==> src/rtl/mem_arb_pkg.sv <==
// Shared types and constants for the IF/LSU memory port arbiter.
package mem_arb_pkg;

  typedef enum logic {
    ST_IDLE = 1'b0,
    ST_WAIT = 1'b1
  } state_e;

  typedef enum logic {
    OWN_IF  = 1'b0,
    OWN_LSU = 1'b1
  } owner_e;

  // Read data returned alongside a timeout error.
  localparam int unsigned ERR_RDATA = 0;

endpackage

==> src/rtl/mem_port_arbiter_if.sv <==
// Requester (IF, LSU) and memory-side signals of the arbiter.
// slave: arbiter view; master: requesters plus memory view.
interface mem_port_arbiter_if #(
  parameter int unsigned ADDR_W = 32,
  parameter int unsigned DATA_W = 32
);
  localparam int unsigned BE_W = DATA_W / 8;

  logic              if_req;
  logic [ADDR_W-1:0] if_addr;
  logic              if_gnt;
  logic              if_rvalid;
  logic [DATA_W-1:0] if_rdata;
  logic              if_err;

  logic              lsu_req;
  logic              lsu_we;
  logic [BE_W-1:0]   lsu_be;
  logic [ADDR_W-1:0] lsu_addr;
  logic [DATA_W-1:0] lsu_wdata;
  logic              lsu_gnt;
  logic              lsu_rvalid;
  logic [DATA_W-1:0] lsu_rdata;
  logic              lsu_err;

  logic              mem_req;
  logic              mem_we;
  logic [BE_W-1:0]   mem_be;
  logic [ADDR_W-1:0] mem_addr;
  logic [DATA_W-1:0] mem_wdata;
  logic [DATA_W-1:0] mem_rdata;
  logic              mem_rvalid;

  modport slave (
    input  if_req, if_addr,
    output if_gnt, if_rvalid, if_rdata, if_err,
    input  lsu_req, lsu_we, lsu_be, lsu_addr, lsu_wdata,
    output lsu_gnt, lsu_rvalid, lsu_rdata, lsu_err,
    output mem_req, mem_we, mem_be, mem_addr, mem_wdata,
    input  mem_rdata, mem_rvalid
  );

  modport master (
    output if_req, if_addr,
    input  if_gnt, if_rvalid, if_rdata, if_err,
    output lsu_req, lsu_we, lsu_be, lsu_addr, lsu_wdata,
    input  lsu_gnt, lsu_rvalid, lsu_rdata, lsu_err,
    input  mem_req, mem_we, mem_be, mem_addr, mem_wdata,
    output mem_rdata, mem_rvalid
  );

endinterface

==> src/rtl/arb_rr2.sv <==
// Two-way winner select: round-robin by default, fixed LSU priority
// when ARB_LSU_PRIORITY_EN is defined.
module arb_rr2
  import mem_arb_pkg::*;
(
  input  logic   clk,
  input  logic   reset,
  input  logic   req_if,
  input  logic   req_lsu,
  input  logic   take,
  output owner_e winner_c
);

`ifdef ARB_LSU_PRIORITY_EN
  logic unused;
  assign unused   = ^{clk, reset, take, req_if};
  assign winner_c = req_lsu ? OWN_LSU : OWN_IF;
`else
  logic rr_ptr;

  always_comb begin
    winner_c = OWN_IF;
    if (req_if && req_lsu) winner_c = rr_ptr ? OWN_LSU : OWN_IF;
    else if (req_lsu)      winner_c = OWN_LSU;
  end

  // Pointer moves to the loser on every grant, even an uncontested one.
  always_ff @(posedge clk) begin
    if (reset)     rr_ptr <= 1'b0;
    else if (take) rr_ptr <= (winner_c == OWN_IF);
  end
`endif

endmodule

==> src/rtl/mem_port_arbiter.sv <==
// Shares one memory port between IF and LSU, one transaction at a time,
// with a read watchdog. Optional macro: ARB_LSU_PRIORITY_EN.
module mem_port_arbiter
  import mem_arb_pkg::*;
#(
  parameter int unsigned ADDR_W  = 32,
  parameter int unsigned DATA_W  = 32,
  parameter int unsigned TIMEOUT = 16
) (
  input logic              clk,
  input logic              reset,
  mem_port_arbiter_if.slave bus
);

  localparam int unsigned CNT_W = $clog2(TIMEOUT + 1);

  state_e            state_q, state_d;
  owner_e            owner_q, owner_d;
  logic [CNT_W-1:0]  cnt_q, cnt_d;
  logic              reset_q;
  logic              blocked_c;
  logic              take_c;
  logic              done_c;
  owner_e            winner_c;
  logic [ADDR_W-1:0] addr_c;
  logic [DATA_W-1:0] rdata_c;

  // Outputs stay quiet during reset and the first cycle after it.
  assign blocked_c = reset | reset_q;

  arb_rr2 u_sel (
    .clk      (clk),
    .reset    (reset),
    .req_if   (bus.if_req),
    .req_lsu  (bus.lsu_req),
    .take     (take_c),
    .winner_c (winner_c)
  );

  always_ff @(posedge clk) begin
    reset_q <= reset;
    if (reset) begin
      state_q <= ST_IDLE;
      owner_q <= OWN_IF;
      cnt_q   <= '0;
    end else begin
      state_q <= state_d;
      owner_q <= owner_d;
      cnt_q   <= cnt_d;
    end
  end

  always_comb begin
    state_d        = state_q;
    owner_d        = owner_q;
    cnt_d          = cnt_q;
    take_c         = 1'b0;
    done_c         = 1'b0;
    addr_c         = '0;
    rdata_c        = '0;
    bus.if_gnt     = 1'b0;
    bus.if_rvalid  = 1'b0;
    bus.if_rdata   = '0;
    bus.if_err     = 1'b0;
    bus.lsu_gnt    = 1'b0;
    bus.lsu_rvalid = 1'b0;
    bus.lsu_rdata  = '0;
    bus.lsu_err    = 1'b0;
    bus.mem_req    = 1'b0;
    bus.mem_we     = 1'b0;
    bus.mem_be     = '0;
    bus.mem_addr   = '0;
    bus.mem_wdata  = '0;

    case (state_q)
      ST_IDLE: begin
        if (!blocked_c && (bus.if_req || bus.lsu_req)) begin
          take_c      = 1'b1;
          bus.mem_req = 1'b1;
          if (winner_c == OWN_IF) begin
            bus.if_gnt  = 1'b1;
            bus.mem_be  = '1;
            addr_c      = bus.if_addr;
          end else begin
            bus.lsu_gnt   = 1'b1;
            bus.mem_we    = bus.lsu_we;
            bus.mem_be    = bus.lsu_be;
            bus.mem_wdata = bus.lsu_wdata;
            addr_c        = bus.lsu_addr;
          end
          bus.mem_addr = addr_c;
          // Stores retire on grant; reads wait for data.
          if (winner_c == OWN_IF || !bus.lsu_we) begin
            state_d = ST_WAIT;
            owner_d = winner_c;
            cnt_d   = '0;
          end
        end
      end

      ST_WAIT: begin
        cnt_d  = cnt_q + CNT_W'(1);
        done_c = bus.mem_rvalid || (cnt_q == CNT_W'(TIMEOUT - 1));
        if (!blocked_c && done_c) begin
          state_d = ST_IDLE;
          rdata_c = bus.mem_rvalid ? bus.mem_rdata : DATA_W'(ERR_RDATA);
          if (owner_q == OWN_IF) begin
            bus.if_rvalid = 1'b1;
            bus.if_err    = !bus.mem_rvalid;
            bus.if_rdata  = rdata_c;
          end else begin
            bus.lsu_rvalid = 1'b1;
            bus.lsu_err    = !bus.mem_rvalid;
            bus.lsu_rdata  = rdata_c;
          end
        end
      end
    endcase
  end

endmodule

==> src/flat_wrapper.sv <==
// flat-port wrapper written by rule: the top's interface ports become plain ports
module mem_port_arbiter_flat import mem_arb_pkg::*;
#(
  parameter int unsigned ADDR_W  = 32,
  parameter int unsigned DATA_W  = 32,
  parameter int unsigned TIMEOUT = 16
)
  (clk, reset, bus_if_req, bus_if_addr, bus_if_gnt, bus_if_rvalid, bus_if_rdata, bus_if_err, bus_lsu_req, bus_lsu_we, bus_lsu_be, bus_lsu_addr, bus_lsu_wdata, bus_lsu_gnt, bus_lsu_rvalid, bus_lsu_rdata, bus_lsu_err, bus_mem_req, bus_mem_we, bus_mem_be, bus_mem_addr, bus_mem_wdata, bus_mem_rdata, bus_mem_rvalid);
  mem_port_arbiter_if #(.ADDR_W(ADDR_W), .DATA_W(DATA_W)) bus_i ();
  input logic clk;
  input logic reset;
  input wire logic [$bits(bus_i.if_req)-1:0] bus_if_req;
  input wire logic [$bits(bus_i.if_addr)-1:0] bus_if_addr;
  output wire logic [$bits(bus_i.if_gnt)-1:0] bus_if_gnt;
  output wire logic [$bits(bus_i.if_rvalid)-1:0] bus_if_rvalid;
  output wire logic [$bits(bus_i.if_rdata)-1:0] bus_if_rdata;
  output wire logic [$bits(bus_i.if_err)-1:0] bus_if_err;
  input wire logic [$bits(bus_i.lsu_req)-1:0] bus_lsu_req;
  input wire logic [$bits(bus_i.lsu_we)-1:0] bus_lsu_we;
  input wire logic [$bits(bus_i.lsu_be)-1:0] bus_lsu_be;
  input wire logic [$bits(bus_i.lsu_addr)-1:0] bus_lsu_addr;
  input wire logic [$bits(bus_i.lsu_wdata)-1:0] bus_lsu_wdata;
  output wire logic [$bits(bus_i.lsu_gnt)-1:0] bus_lsu_gnt;
  output wire logic [$bits(bus_i.lsu_rvalid)-1:0] bus_lsu_rvalid;
  output wire logic [$bits(bus_i.lsu_rdata)-1:0] bus_lsu_rdata;
  output wire logic [$bits(bus_i.lsu_err)-1:0] bus_lsu_err;
  output wire logic [$bits(bus_i.mem_req)-1:0] bus_mem_req;
  output wire logic [$bits(bus_i.mem_we)-1:0] bus_mem_we;
  output wire logic [$bits(bus_i.mem_be)-1:0] bus_mem_be;
  output wire logic [$bits(bus_i.mem_addr)-1:0] bus_mem_addr;
  output wire logic [$bits(bus_i.mem_wdata)-1:0] bus_mem_wdata;
  input wire logic [$bits(bus_i.mem_rdata)-1:0] bus_mem_rdata;
  input wire logic [$bits(bus_i.mem_rvalid)-1:0] bus_mem_rvalid;
  assign bus_i.if_req = bus_if_req;
  assign bus_i.if_addr = bus_if_addr;
  assign bus_if_gnt = bus_i.if_gnt;
  assign bus_if_rvalid = bus_i.if_rvalid;
  assign bus_if_rdata = bus_i.if_rdata;
  assign bus_if_err = bus_i.if_err;
  assign bus_i.lsu_req = bus_lsu_req;
  assign bus_i.lsu_we = bus_lsu_we;
  assign bus_i.lsu_be = bus_lsu_be;
  assign bus_i.lsu_addr = bus_lsu_addr;
  assign bus_i.lsu_wdata = bus_lsu_wdata;
  assign bus_lsu_gnt = bus_i.lsu_gnt;
  assign bus_lsu_rvalid = bus_i.lsu_rvalid;
  assign bus_lsu_rdata = bus_i.lsu_rdata;
  assign bus_lsu_err = bus_i.lsu_err;
  assign bus_mem_req = bus_i.mem_req;
  assign bus_mem_we = bus_i.mem_we;
  assign bus_mem_be = bus_i.mem_be;
  assign bus_mem_addr = bus_i.mem_addr;
  assign bus_mem_wdata = bus_i.mem_wdata;
  assign bus_i.mem_rdata = bus_mem_rdata;
  assign bus_i.mem_rvalid = bus_mem_rvalid;
  mem_port_arbiter #(.ADDR_W(ADDR_W), .DATA_W(DATA_W), .TIMEOUT(TIMEOUT)) u_core (.clk(clk), .reset(reset), .bus(bus_i));
endmodule
==> config.mk <==
export PLATFORM = sky130hd
export DESIGN_NAME = mem_port_arbiter_flat
export DESIGN_NICKNAME = d
export VERILOG_FILES = /design/src/rtl/mem_arb_pkg.sv /design/src/rtl/mem_port_arbiter_if.sv /design/src/rtl/arb_rr2.sv /design/src/rtl/mem_port_arbiter.sv /design/src/flat_wrapper.sv
export SDC_FILE = /design/constraint.sdc
export NUM_CORES = 1
export LEC_CHECK = 0
export ABC_CLOCK_PERIOD_IN_PS = 4600
export CORE_AREA = 2 2 108 110
export DETAILED_ROUTE_END_ITERATION = 16
export DIE_AREA = 0 0 110 112
export GPL_TIMING_DRIVEN = 0
export SLEW_MARGIN = 20
export SYNTH_ARGS = -nofsm -noshare
export SYNTH_HDL_FRONTEND = slang
export SYNTH_SLANG_ARGS = --single-unit
==> constraint.sdc <==
create_clock -name clk -period 4.6 [get_ports clk]
set_clock_uncertainty 0.1 [all_clocks]
set_input_delay 0.92 -clock clk [delete_from_list [all_inputs] [get_ports clk]]
set_output_delay 0.92 -clock clk [all_outputs]
set_load 0.01 [all_outputs]
==> results.rst <==
.. list-table::
   :header-rows: 1

   * - Metric
     - Value
   * - WP data arrival
     - 3.27 ns
   * - Setup repair after global routing missed its margin
     - no
   * - Vias per cell
     - 4.16
   * - Post-synth EDFFs
     - 0
   * - Root buffer cell
     - sky130_fd_sc_hd__clkbuf_16
   * - Final Hold Violating Endpoints
     - 0
   * - Layout overhead on the synthesized area
     - 202%
   * - IO buf count
     - 276
   * - Crit Path Category
     - in2out
   * - Number of H-tree branching levels
     - 1
   * - Total GRT Usage
     - 15.7%
   * - Number of clock sinks seen by CTS
     - 9
   * - Detailed-route wire length per cell
     - 16.0 microns
   * - Leading cell types in the layout, fill and taps excluded
     - sky130_fd_sc_hd__clkdlybuf4s50_1, sky130_fd_sc_hd__nor2_1, sky130_fd_sc_hd__nand2_1, sky130_fd_sc_hd__a22o_1, sky130_fd_sc_hd__and2_1
   * - Data required time of the worst path
     - 3.58 ns
   * - Number of standard cells after synthesis
     - 243
   * - Placeable core region
     - 0.0112 sq mm
   * - Number of synthesized register bits
     - 9
   * - CP max FO
     - 10
   * - Cell leakage power
     - 1.72 nW
   * - CTS Hold Bufs
     - 0
   * - Number of antenna violations at the first check in global routing
     - 0
   * - Outcome
     - finished, final reports clean
   * - Pwr Density
     - 108 mW/mm^2
   * - Clock transition time at the flip-flop clock pins of the worst setup and hold paths
     - 0.04 ns
   * - Max-slew headroom
     - 55.7%
   * - Count of warnings emitted by yosys
     - 0
   * - Crit. End Element
     - output port
   * - Post-route clock period utilization
     - 93.2%
   * - Cell count of the worst reg-to-reg path
     - 4
   * - Critical Path End
     - bus_lsu_rdata[5]
   * - Buffers inserted during post-CTS setup optimization
     - 0
   * - Fill cell total of the finished layout
     - 1143
   * - Most common cell after layout, fill and taps aside
     - sky130_fd_sc_hd__clkdlybuf4s50_1
   * - Cell taking the most area after synthesis
     - sky130_fd_sc_hd__a22o_1
   * - CP Launch Type
     - input pin
   * - Worst VDD drop
     - 0.0952 mV
   * - Remaining antenna violation count
     - 0
   * - Share of the synthesized area in the top cell type
     - 18.8%
   * - Fraction of final layout cells sized beyond drive strength 1
     - 4.40%
   * - Cell Area, Synth
     - 0.00149 sq mm
   * - Total via count after detailed routing
     - 2768
   * - Final routed wirelength across all metal layers
     - 10.6 mm
   * - Reg-to-reg startpoint
     - u_core.cnt_q[0]
   * - Number of maximum-capacitance constraint violations
     - 0
   * - Top_reg_cell synth
     - sky130_fd_sc_hd__dfxtp_1
   * - Inst Count DP
     - 662
   * - Clk_lat worst skew
     - 0.23 ns
   * - Capturing point of the worst reg2reg path
     - u_core.cnt_q[4]
   * - RePlAce Congestion
     - 0.825
   * - Die footprint
     - 0.0123 sq mm
   * - Worst setup path startpoint
     - reset
   * - Number of setup violations in the final report
     - 0
   * - Dominant cells by area after synthesis
     - sky130_fd_sc_hd__a22o_1, sky130_fd_sc_hd__nor2_1, sky130_fd_sc_hd__and2_1
   * - Register area
     - 180 sq um
   * - Final Net Count
     - 664
   * - Number of detailed-routing iterations run before antenna repair
     - 4
   * - Core Rows
     - 39
   * - Wire length of the first global-routing pass
     - 15.0 mm
   * - Post-synthesis average cell area
     - 6.15 sq um
   * - Overall overflow remaining after global route
     - 0
   * - Path type of the worst min-delay path
     - reg2reg
   * - Worst-case register-to-register setup slack
     - 3.03 ns
   * - First-iteration detailed-routing DRC count
     - 72
   * - Netlist cell types
     - 37
   * - I/O pins
     - 278
   * - Final non-filler cell total
     - 666
   * - Final min period
     - 4.29 ns
   * - Number of buffers inserted during clock tree synthesis
     - 3
   * - Transition time at the pin with the least slew margin
     - 0.664 ns
   * - HPWL Detailed
     - 8.95 mm
   * - DRC violations left
     - 0
   * - Fin. max-slew vios
     - 0
   * - Post-synth ARST share
     - 0%
   * - Top achievable clock speed
     - 233 MHz
   * - Largest net degree at the start of global routing
     - 11
   * - Final setup TNS
     - 0 ns
   * - Worst-case clock buffer depth
     - 2
   * - Vias in the first global route
     - 2808
   * - Initial core utilization
     - 13.4%
   * - Die X
     - 110 microns
   * - Height of the die
     - 112 microns
   * - Diodes inserted
     - 0
   * - Mapped Nets
     - 383
   * - TritonCTS clock tree
     - done
   * - Multi-input logic area
     - 0.00113 sq mm
   * - Power Total
     - 0.486 mW
   * - Sequential area share after synthesis
     - 12.1%
   * - Number of resized instances in the post-cts repair step
     - 0
## cell type report
class | count | area share (%)
inverter | 8 | 0.776
multi-input combinational | 202 | 25.1
timing repair buffer | 276 | 61.2
clock buffer | 4 | 1.75
tap | 143 | 3.96
sequential | 9 | 3.99
buffer | 24 | 3.24
## cell usage after synthesis (3+ instances only)
| master | count |
|---|---|
| sky130_fd_sc_hd__a21o_1 | 4 |
| sky130_fd_sc_hd__a22o_1 | 32 |
| sky130_fd_sc_hd__and2_1 | 32 |
| sky130_fd_sc_hd__buf_2 | 6 |
| sky130_fd_sc_hd__buf_4 | 5 |
| sky130_fd_sc_hd__buf_6 | 4 |
| sky130_fd_sc_hd__clkbuf_1 | 9 |
| sky130_fd_sc_hd__dfxtp_1 | 9 |
| sky130_fd_sc_hd__inv_1 | 7 |
| sky130_fd_sc_hd__nand2_1 | 32 |
| sky130_fd_sc_hd__nor2_1 | 71 |
| sky130_fd_sc_hd__o21ai_0 | 3 |
## worst min-delay path by stage
stage	to	from	depth (start not counted)
after floorplan	u_core.cnt_q[3]	u_core.cnt_q[3]	2
after global placement	u_core.cnt_q[3]	u_core.cnt_q[3]	2
after detailed placement	u_core.cnt_q[3]	u_core.cnt_q[3]	2
after CTS	u_core.cnt_q[3]	u_core.cnt_q[3]	2
after global routing	u_core.cnt_q[3]	u_core.cnt_q[3]	2
final	u_core.cnt_q[3]	u_core.cnt_q[3]	2
## logic make-up after synthesis
logic type	after synthesis	synth area share, %
flip-flops	9	12.1
XOR/XNOR	1	0.586
buffers and inverters	32	12.1
AND/OR/NAND/NOR	149	45.6
AO/OA/AOI/OAI	49	27.2
multiplexers	1	0.670
adder cells (fa/ha/maj)	2	1.67
## per-stage QoR
step / area, sq um / hold WS [ns] / util (%) / worst slack (ns)
after global placement: 4440 / 0.371 / 39.7 / 0.287
final: 4510 / 0.381 / 40.4 / 0.315
after CTS: 4510 / 0.383 / 40.4 / 0.261
after global routing: 4510 / 0.418 / 40.4 / 0.0777
after detailed placement: 4440 / 0.378 / 39.7 / 0.268
after floorplan: 1490 / 0.351 / - / 1.51
## critical path, stage by stage
cell                              delay, ns
sky130_fd_sc_hd__clkdlybuf4s50_1       0.52
sky130_fd_sc_hd__clkbuf_1              0.35
sky130_fd_sc_hd__nor2_1                0.11
sky130_fd_sc_hd__o2111ai_1             0.34
sky130_fd_sc_hd__clkbuf_1              0.42
sky130_fd_sc_hd__nor2_1                0.09
sky130_fd_sc_hd__clkdlybuf4s50_1       0.52
## flip-flops by register name (all words and copies together), names as in the netlist
| register | cells |
|---|---|
| u_core.u_sel.rr_ptr | 1 |
| u_core.cnt_q | 5 |
| u_core.state_q | 1 |
| u_core.reset_q | 1 |
| u_core.owner_q | 1 |
## layer usage
metal / global-route usage, % / wire [microns] / up-vias
met2: 30.2 / 5390 / 144
met3: 4.63 / 1170 / 3
li1: - / - / 1374
met4: 1.43 / 17 / 0
met1: 17.2 / 4070 / 1247
met5: 0 / 0 / -
## report_power, final
group	switching [mW]	internal (mW)
clock network	0.0374	0.116
registers	0.00242	0.0818
logic	0.0828	0.166
(Power assumes the default switching activity.)
